$ cat src/rtl/lfsr_sequence_buffer.sv
// Captures a run of lfsr samples into a small memory and replays it over a valid/ready port.
// Optional macro SEQ_NO_REPEAT_EN: discard a fill sample equal to the previously stored one.
module lfsr_sequence_buffer #(
   parameter int DEPTH  = 8,
   parameter int DATA_W = 4,
   parameter int LEN_W  = 5
) (
   input  logic              clock,
   input  logic              reset,
   input  logic [DATA_W-1:0] rnd,
   input  logic              gen,
   input  logic [LEN_W-1:0]  len,
   input  logic              play,
   input  logic              out_ready,
   output logic [DATA_W-1:0] out_data,
   output logic              out_valid,
   output logic              out_last,
   output logic              seq_ready,
   output logic              busy,
   output logic [LEN_W-1:0]  count
);
   // state   | meaning
   // S_IDLE  | nothing stored, waiting for gen
   // S_FILL  | capturing samples from rnd until target reached
   // S_READY | complete sequence stored, waiting for gen or play
   // S_PLAY  | replaying stored sequence over the output handshake
   localparam int AW = $clog2(DEPTH);

   typedef enum logic [1:0] {S_IDLE, S_FILL, S_READY, S_PLAY} state_t;

   state_t            state_q, state_d;
   logic [DATA_W-1:0] mem_q [DEPTH];
   logic [LEN_W-1:0]  wr_ptr_q, wr_ptr_d;
   logic [LEN_W-1:0]  rd_ptr_q, rd_ptr_d;
   logic [LEN_W-1:0]  target_q, target_d;
   logic [LEN_W-1:0]  count_q, count_d;
   logic [DATA_W-1:0] out_data_q, out_data_d;
   logic              out_valid_q, out_valid_d;
   logic              out_last_q, out_last_d;
   logic              mem_we;
   logic              accept;
   logic [LEN_W-1:0]  len_clamped;
   logic [LEN_W-1:0]  rd_nxt;

`ifdef SEQ_NO_REPEAT_EN
   logic [DATA_W-1:0] prev_q, prev_d;

   assign accept = (wr_ptr_q == '0) || (rnd != prev_q);

   always_comb begin
      prev_d = prev_q;
      if (mem_we) prev_d = rnd;
   end

   always_ff @(posedge clock) begin
      if (reset) prev_q <= '0;
      else       prev_q <= prev_d;
   end
`else
   assign accept = 1'b1;
`endif

   always_comb begin
      len_clamped = len;
      if (len == '0)                    len_clamped = LEN_W'(1);
      else if (len > LEN_W'(DEPTH))     len_clamped = LEN_W'(DEPTH);
   end

   assign rd_nxt = rd_ptr_q + LEN_W'(1);

   always_comb begin
      state_d     = state_q;
      wr_ptr_d    = wr_ptr_q;
      rd_ptr_d    = rd_ptr_q;
      target_d    = target_q;
      count_d     = count_q;
      out_data_d  = out_data_q;
      out_valid_d = out_valid_q;
      out_last_d  = out_last_q;
      mem_we      = 1'b0;
      case (state_q)
         S_IDLE: begin
            if (gen) begin
               state_d  = S_FILL;
               target_d = len_clamped;
               wr_ptr_d = '0;
               count_d  = '0;
            end
         end
         S_FILL: begin
            if (accept) begin
               mem_we   = 1'b1;
               wr_ptr_d = wr_ptr_q + LEN_W'(1);
               if (wr_ptr_d == target_q) begin
                  state_d = S_READY;
                  count_d = target_q;
               end
            end
         end
         S_READY: begin
            // gen has priority over a simultaneous play
            if (gen) begin
               state_d  = S_FILL;
               target_d = len_clamped;
               wr_ptr_d = '0;
               count_d  = '0;
            end else if (play) begin
               state_d     = S_PLAY;
               rd_ptr_d    = '0;
               out_valid_d = 1'b1;
               out_data_d  = mem_q[0];
               out_last_d  = (count_q == LEN_W'(1));
            end
         end
         S_PLAY: begin
            if (out_valid_q && out_ready) begin
               if (out_last_q) begin
                  out_valid_d = 1'b0;
                  out_last_d  = 1'b0;
                  state_d     = S_READY;
               end else begin
                  rd_ptr_d   = rd_nxt;
                  out_data_d = mem_q[rd_nxt[AW-1:0]];
                  out_last_d = (rd_nxt == (count_q - LEN_W'(1)));
               end
            end
         end
         default: state_d = S_IDLE;
      endcase
   end

   always_ff @(posedge clock) begin
      if (reset) begin
         state_q     <= S_IDLE;
         wr_ptr_q    <= '0;
         rd_ptr_q    <= '0;
         target_q    <= '0;
         count_q     <= '0;
         out_data_q  <= '0;
         out_valid_q <= 1'b0;
         out_last_q  <= 1'b0;
      end else begin
         state_q     <= state_d;
         wr_ptr_q    <= wr_ptr_d;
         rd_ptr_q    <= rd_ptr_d;
         target_q    <= target_d;
         count_q     <= count_d;
         out_data_q  <= out_data_d;
         out_valid_q <= out_valid_d;
         out_last_q  <= out_last_d;
      end
   end

   // Memory is never cleared; stale contents are unreachable while count is 0.
   always_ff @(posedge clock) begin
      if (mem_we) mem_q[wr_ptr_q[AW-1:0]] <= rnd;
   end

   assign out_data  = out_data_q;
   assign out_valid = out_valid_q;
   assign out_last  = out_last_q;
   assign count     = count_q;
   assign seq_ready = (state_q == S_READY);
   assign busy      = (state_q == S_FILL) || (state_q == S_PLAY);

endmodule

$ cat config.mk
export PLATFORM = sky130hd
export DESIGN_NAME = lfsr_sequence_buffer
export DESIGN_NICKNAME = d
export VERILOG_FILES = /design/src/rtl/lfsr_sequence_buffer.sv
export SDC_FILE = /design/constraint.sdc
export NUM_CORES = 1
export LEC_CHECK = 0
export CAP_MARGIN = 20
export CORE_MARGIN = 2
export CORE_UTILIZATION = 51
export DETAILED_ROUTE_END_ITERATION = 6
export DONT_BUFFER_PORTS = 1
export PLACE_DENSITY = 0.68
export SLEW_MARGIN = 20
export SYNTH_ARGS = -nofsm -noshare
export SYNTH_HDL_FRONTEND = slang
export SYNTH_SLANG_ARGS = --single-unit
$ cat constraint.sdc
create_clock -name clock -period 2 [get_ports clock]
set_clock_uncertainty 0.15 [all_clocks]
set_input_delay 0.4 -clock clock [delete_from_list [all_inputs] [get_ports clock]]
set_output_delay 0.4 -clock clock [all_outputs]
set_load 0.01 [all_outputs]
==> metrics.md, run 1 <==
| Metric | Value |
|---|---|
| Run status | `finished, final reports clean` |
| Setup violations, final | `0` |
| Placed instance count | `321` |
| Final Cell Area | `3280 um^2` |
| Syn nets | `262` |
| Multi-input logic area | `1260 um^2` |
| Placer Congestion | `0.731` |
| Die area | `6260 um^2` |
| Setup bufs post-CTS | `0` |
| Worst-case clock buffer depth | `2` |
| LEAKAGE | `1.12 nW` |
| Wire per inst | `16.3 um` |
| Clk Latency, worst-skew pair | `330 ps` |
| Cts bufs inserted | `9` |
| # IOs | `27` |
| Root Buffer | `clkbuf_8` |
| Top FF cell, synth | `edfxtp_1` |
| DR vias | `1930` |
| Rows | `27` |
| Unrepaired setup endpoints after global routing | `false` |
| H-tree depth | `3` |
| Remaining global-route overflow | `0` |
| Detailed Route Iter0 Violations | `109` |
| Syn_area_per_cell | `11.8 um^2` |
| Gr usage total | `20.0%` |
| Starting Density | `52.6%` |
| Vias in the first global route | `1894` |
| Post-DP HPWL | `3940 um` |
| CTS clk-pin slew, worst paths | `70 ps` |
| Critical path fanouts, max | `6` |
| Vias per cell | `5.58` |
| Sequential element share of the synthesized area | `52.9%` |
| Initial antenna violation count | `0` |
| Slew HR | `40.5%` |
| F_max | `0.530 GHz` |
| Final slew viol count | `0` |
| Clock sink count | `60` |
| Seq cells post-synth | `60` |
| IO Port Bufs | `0` |
| Largest net degree at the start of global routing | `23` |
| Max cap viols | `0` |
| Area Growth Syn to Fin | `14.0%` |
| Req. time, crit path | `2110 ps` |
| Setup TNS | `0 ps` |
| Area after DPL | `3030 um^2` |
| Hold Worst Slack | `73.9 ps` |
| Post-Layout Cell Count | `346` |
| Post-Syn Area | `2880 um^2` |
| Die width | `79.1 um` |
| Slew @ Worst Pin | `889 ps` |
| Worst Hold Class | `primary input to flip-flop` |
| Crit path DAT | `2000 ps` |
| Post-Route WL | `5620 um` |
| Crit Path Category | `flip-flop to flip-flop` |
| Pwr Density | `736 nW/um^2` |
| Routed Antenna Nets | `0` |
| Fin nets | `287` |
| Hold Buf Count CTS | `5` |
| Antenna cells | `0` |
| Synth Instances | `244` |
| Drt pass-1 iters | `4` |
| TritonCTS clock tree | `done` |
| Synth async-reset ratio | `0%` |
| CP startpoint kind | `flip-flop` |
| Yosys warns | `0` |
| Hold Vio Cnt, Final | `0` |
| Die H | `79.1 um` |
| Register Area | `1520 um^2` |
| Crit end category | `flip-flop` |
| Maximum vdd ir drop | `392 uV` |
| Core footprint | `5470 um^2` |
| Post-synthesis cell type count | `46` |
| Crit share post-route | `94.4%` |
| Share of cells above drive strength 1 | `18.6%` |
| Minimum clock period | `1890 ps` |
| Fill cell count | `484` |
| Drt drc | `0` |
| First-pass GRT wire length | `9240 um` |
| Number of gates resized after CTS | `0` |
| Post-synth EDFFs | `32` |
==> where the power goes <==
part,internal (mW),switching (mW),total [mW]
Combinational,0.0719,0.0919,0.164
Clock,0.471,0.448,0.919
Sequential,1.32,0.0143,1.33
==> through the flow <==
step | utilization [%] | worst slack (ps) | power (mW)
detailed placement | 55.3 | 105 | 1.49
finish | 59.9 | 112 | 2.41
floorplan | - | 172 | 1.46
global placement | 55.3 | 181 | 1.49
global route | 59.9 | 16.2 | 2.50
CTS | 59.2 | 97.4 | 2.42
==> synth_stat cells (2+ instances only) <==
| cell type | instances | share of area, % |
|---|---|---|
| or3_1 | 6 | 1.3 |
| a211oi_1 | 4 | 1.0 |
| nor2_1 | 22 | 2.9 |
| buf_2 | 3 | 0.52 |
| nor3b_1 | 5 | 1.3 |
| dfxtp_1 | 28 | 19 |
| mux4_2 | 8 | 6.3 |
| nand3b_1 | 9 | 2.3 |
| nor2b_1 | 5 | 1.1 |
| nor3_1 | 9 | 1.6 |
| buf_6 | 2 | 0.78 |
| a31oi_1 | 4 | 0.87 |
| o21a_1 | 2 | 0.52 |
| o21ai_0 | 3 | 0.52 |
| nand4b_1 | 2 | 0.61 |
| xor2_1 | 8 | 2.4 |
| a21oi_1 | 13 | 2.3 |
| inv_1 | 3 | 0.39 |
| buf_4 | 3 | 0.78 |
| nand3_1 | 8 | 1.4 |
| a22oi_1 | 7 | 1.8 |
| ha_1 | 4 | 1.7 |
| nand2b_1 | 4 | 0.87 |
| xnor2_1 | 10 | 3.0 |
| nand2_1 | 11 | 1.4 |
| clkbuf_1 | 6 | 0.78 |
| mux2i_1 | 5 | 1.7 |
| edfxtp_1 | 32 | 33 |
==> area by class of cell <==
cell class / count / share of cell area, %
inverters: 4 / 0.458
well taps: 72 / 2.75
multi-input cells: 166 / 38.4
repair buffers: 28 / 7.09
clock buffers: 12 / 4.42
clock inverters: 4 / 0.534
flip-flops and latches: 60 / 46.4
==> worst max-delay path, cell delays in order, from the launching register on <==
cell and delay (ps):
dfxtp_1 310, ha_1 320, xor2_1 160, a211oi_2 290, o311ai_4 190, nor2_8 190, mux2i_1 210
==> cells in the final DEF (no fill, tap or decap), types with 2 or more instances in the layout <==
cell type	synthesis	layout
clkbuf_1	6	2
clkinv_1	0	2
or3_1	6	6
o21a_1	2	2
nand2b_1	4	4
dlygate4sd3_1	0	9
nor2b_1	5	5
o21ai_0	3	3
xnor2_1	10	10
nand3b_1	9	9
dfxtp_1	28	28
xor2_1	8	8
mux2i_1	5	5
mux4_2	8	8
nor2_1	22	22
clkbuf_8	0	10
nand2_1	11	11
buf_4	3	19
ha_1	4	4
nor3_1	9	9
nor3b_1	5	5
nand3_1	8	8
a211oi_1	4	4
a31oi_1	4	4
clkinv_2	0	2
inv_1	3	3
edfxtp_1	32	32
nand4b_1	2	2
a22oi_1	7	7
a21oi_1	13	13
==> kinds of logic (layout without fill, tap and decap cells) <==
group / count (synthesis) / in the layout / share of synthesized area, %
and+or+nand+nor: 90 / 90 / 18.1
DFF: 60 / 60 / 52.9
AOI/OAI and AO/OA: 40 / 40 / 10.0
xor gates and xnor gates: 18 / 18 / 5.48
buffers and inverters: 18 / 48 / 3.39
muxes: 14 / 14 / 8.39
adders and majority gates: 4 / 4 / 1.74
==> registers in the layout (all words and copies together), names as in the netlist <==
register	count
out_last	1
out_data	4
out_valid	1
state_q	2
count	5
target_q	5
wr_ptr_q	5
rd_ptr_q	5
mem_q	32
==> worst paths after layout <==
check | from | end | slack, ps | cells after the start
setup / recovery | wr_ptr_q[0] | count[1] | 110 | 6
hold / removal | len[2] | target_q[2] | 70 | 2
setup reg to reg | wr_ptr_q[0] | count[1] | 110 | 6
hold reg to reg | rd_ptr_q[4] | rd_ptr_q[4] | 320 | 2
==> metal layers <==
metal / global-route usage [%] / share of wire [%] / up-vias
li1: - / - / 953
met1: 26.1 / 47 / 929
met2: 31.0 / 47 / 38
met3: 6.14 / 4.7 / 10
met4: 8.28 / 1.6 / 0
met5: 0 / 0 / -
Power figures use the tool's default switching activity.
==> inputs of run 2 (changes only) <==
--- a/config.mk
+++ b/config.mk
@@ -11,6 +11,7 @@
 export DETAILED_ROUTE_END_ITERATION = 6
 export DONT_BUFFER_PORTS = 1
 export PLACE_DENSITY = 0.68
+export RECOVER_POWER = 50
 export SLEW_MARGIN = 20
 export SYNTH_ARGS = -nofsm -noshare
 export SYNTH_HDL_FRONTEND = slang
==> run 2 against run 1 <==
Die area did not move; cell area fell by 0.46%; global-route usage unchanged.
==> metrics.md, run 2 (synthesis results as in run 1) <==
| Metric | Value |
|---|---|
| Number of gates resized after CTS | `0` |
| TritonCTS clock tree | `done` |
| Cell family with most CP delay | `compound AO/OA/AOI/OAI gates` |
| Post-Route WL | `5620 um` |
| Net Sw Power | `553 uW` |
| Hold Buf Count CTS | `5` |
| Finished Core Util | `59.7%` |
| Max Used Layer | `met4` |
| Minimum clock period | `1890 ps` |
| # IOs | `27` |
| F_max | `0.530 GHz` |
| Max cap viols | `0` |
| Int Power | `1.86 mW` |
| Final Cell Area | `3270 um^2` |
| Rows | `27` |
| Setup violations, final | `0` |
| FF-to-FF Start | `wr_ptr_q[0]` |
| Die area | `6260 um^2` |
| Sw frac | `22.9%` |
| First-pass GRT wire length | `9240 um` |
| Worst-case clock buffer depth | `2` |
| Fin nets | `287` |
| Area Growth Syn to Fin | `13.5%` |
| Crit path DAT | `2000 ps` |
| Wire per inst | `16.2 um` |
| Root Buffer | `clkbuf_8` |
| Min-delay src | `len[2]` |
| Core footprint | `5470 um^2` |
| Placer Congestion | `0.731` |
| Largest net degree at the start of global routing | `23` |
| Gr usage total | `20.0%` |
| Antenna cells | `0` |
| Remaining global-route overflow | `0` |
| Cts bufs inserted | `9` |
| Worst Hold Class | `primary input to flip-flop` |
| Placed instance count | `321` |
| Crit end category | `flip-flop` |
| CP startpoint kind | `flip-flop` |
| Met2 wire len | `2640 um` |
| Die H | `79.1 um` |
| Hold Vio Cnt, Final | `0` |
| Met1 WL | `2580 um` |
| Crit Path Category | `flip-flop to flip-flop` |
| Crit share post-route | `94.3%` |
| Most frequent cells in the layout | `32 x edfxtp_1, 28 x dfxtp_1, 22 x nor2_1, 15 x buf_4, 13 x a21oi_1` |
| Area after DPL | `3030 um^2` |
| Post-Layout Cell Count | `346` |
| Sequential power share | `55.2%` |
| Detailed Route Iter0 Violations | `109` |
| Vias in the first global route | `1894` |
| Slew HR | `38.2%` |
| Critical path, cell by cell | `ha_1 > xor2_1 > a211oi_2 > o311ai_4 > nor2_8 > mux2i_1` |
| Die width | `79.1 um` |
| Leading cell type in the layout, fill and taps excluded | `edfxtp_1` |
| LEAKAGE | `1.10 nW` |
| Starting Density | `52.6%` |
| Setup TNS | `0 ps` |
| Req. time, crit path | `2110 ps` |
| Max FFs per register | `32` |
| Critical path fanouts, max | `6` |
| Pwr Density | `739 nW/um^2` |
| Post-DP HPWL | `3940 um` |
| Run status | `finished, final reports clean` |
| Slew @ Worst Pin | `924 ps` |
| Clock sink count | `60` |
| Clk Latency, worst-skew pair | `330 ps` |
| Setup bufs post-CTS | `0` |
| Clock power share | `38.1%` |
| Met3 routed WL | `304 um` |
| Crit-path max cell delay | `320 ps` |
| Final slew viol count | `0` |
| Vias per cell | `5.52` |
| Crit path buf inv count | `0` |
| Logic gate share of total power | `6.8%` |
| Slowest-stage cell, CP | `ha_1` |
| Crit path from | `wr_ptr_q[0]` |
| DR vias | `1911` |
| Unrepaired setup endpoints after global routing | `false` |
| Routed Antenna Nets | `0` |
| Share of cells above drive strength 1 | `17.2%` |
| IO Port Bufs | `0` |
| H-tree depth | `3` |
| Initial antenna violation count | `0` |
| Drt pass-1 iters | `4` |
| CTS clk-pin slew, worst paths | `70 ps` |
| Drt drc | `0` |
| Maximum vdd ir drop | `393 uV` |
-- run 2: stage by stage --
stage / total power, mW / hold slack [ps] / setup WS [ps]
after global routing: 2.50 / 74.5 / 16.2
after floorplan: 1.46 / 294 / 172
after global placement: 1.49 / 301 / 181
final: 2.41 / 74.0 / 113
after CTS: 2.42 / 0.399 / 97.4
after detailed placement: 1.49 / 306 / 105
-- run 2: path summary, 6_finish.rpt --
kind	to	slack (ps)	cells after the start
worst min register to register	rd_ptr_q[4]	320	2
worst min-delay path	target_q[2]	70	2
worst max-delay path	count[1]	110	6
worst max register to register	count[1]	110	6
-- run 2: final cells by class --
| class | instances | area, um^2 |
|---|---|---|
| Inverter | 4 | 15.0 |
| Sequential cell | 60 | 1520 |
| Tap cell | 72 | 90.1 |
| Clock inverter | 4 | 17.5 |
| Multi-Input combinational cell | 166 | 1260 |
| Fill cell | 484 | 2210 |
| Timing Repair Buffer | 28 | 218 |
| Clock buffer | 12 | 145 |
-- run 2: metal layers --
metal / global-route usage [%] / up-vias
met4: 8.28 / 0
met3: 6.14 / 10
met5: 0 / -
met2: 31.0 / 42
li1: - / 954
met1: 26.1 / 905
-- run 2: power by group through the flow --
stage	Combinational (mW)	Sequential, mW	Clock [mW]
final	0.163	1.33	0.918
after global routing	0.179	1.33	0.992
after detailed placement	0.135	1.36	0
after global placement	0.133	1.36	0
after CTS	0.153	1.33	0.932
after floorplan	0.112	1.35	0
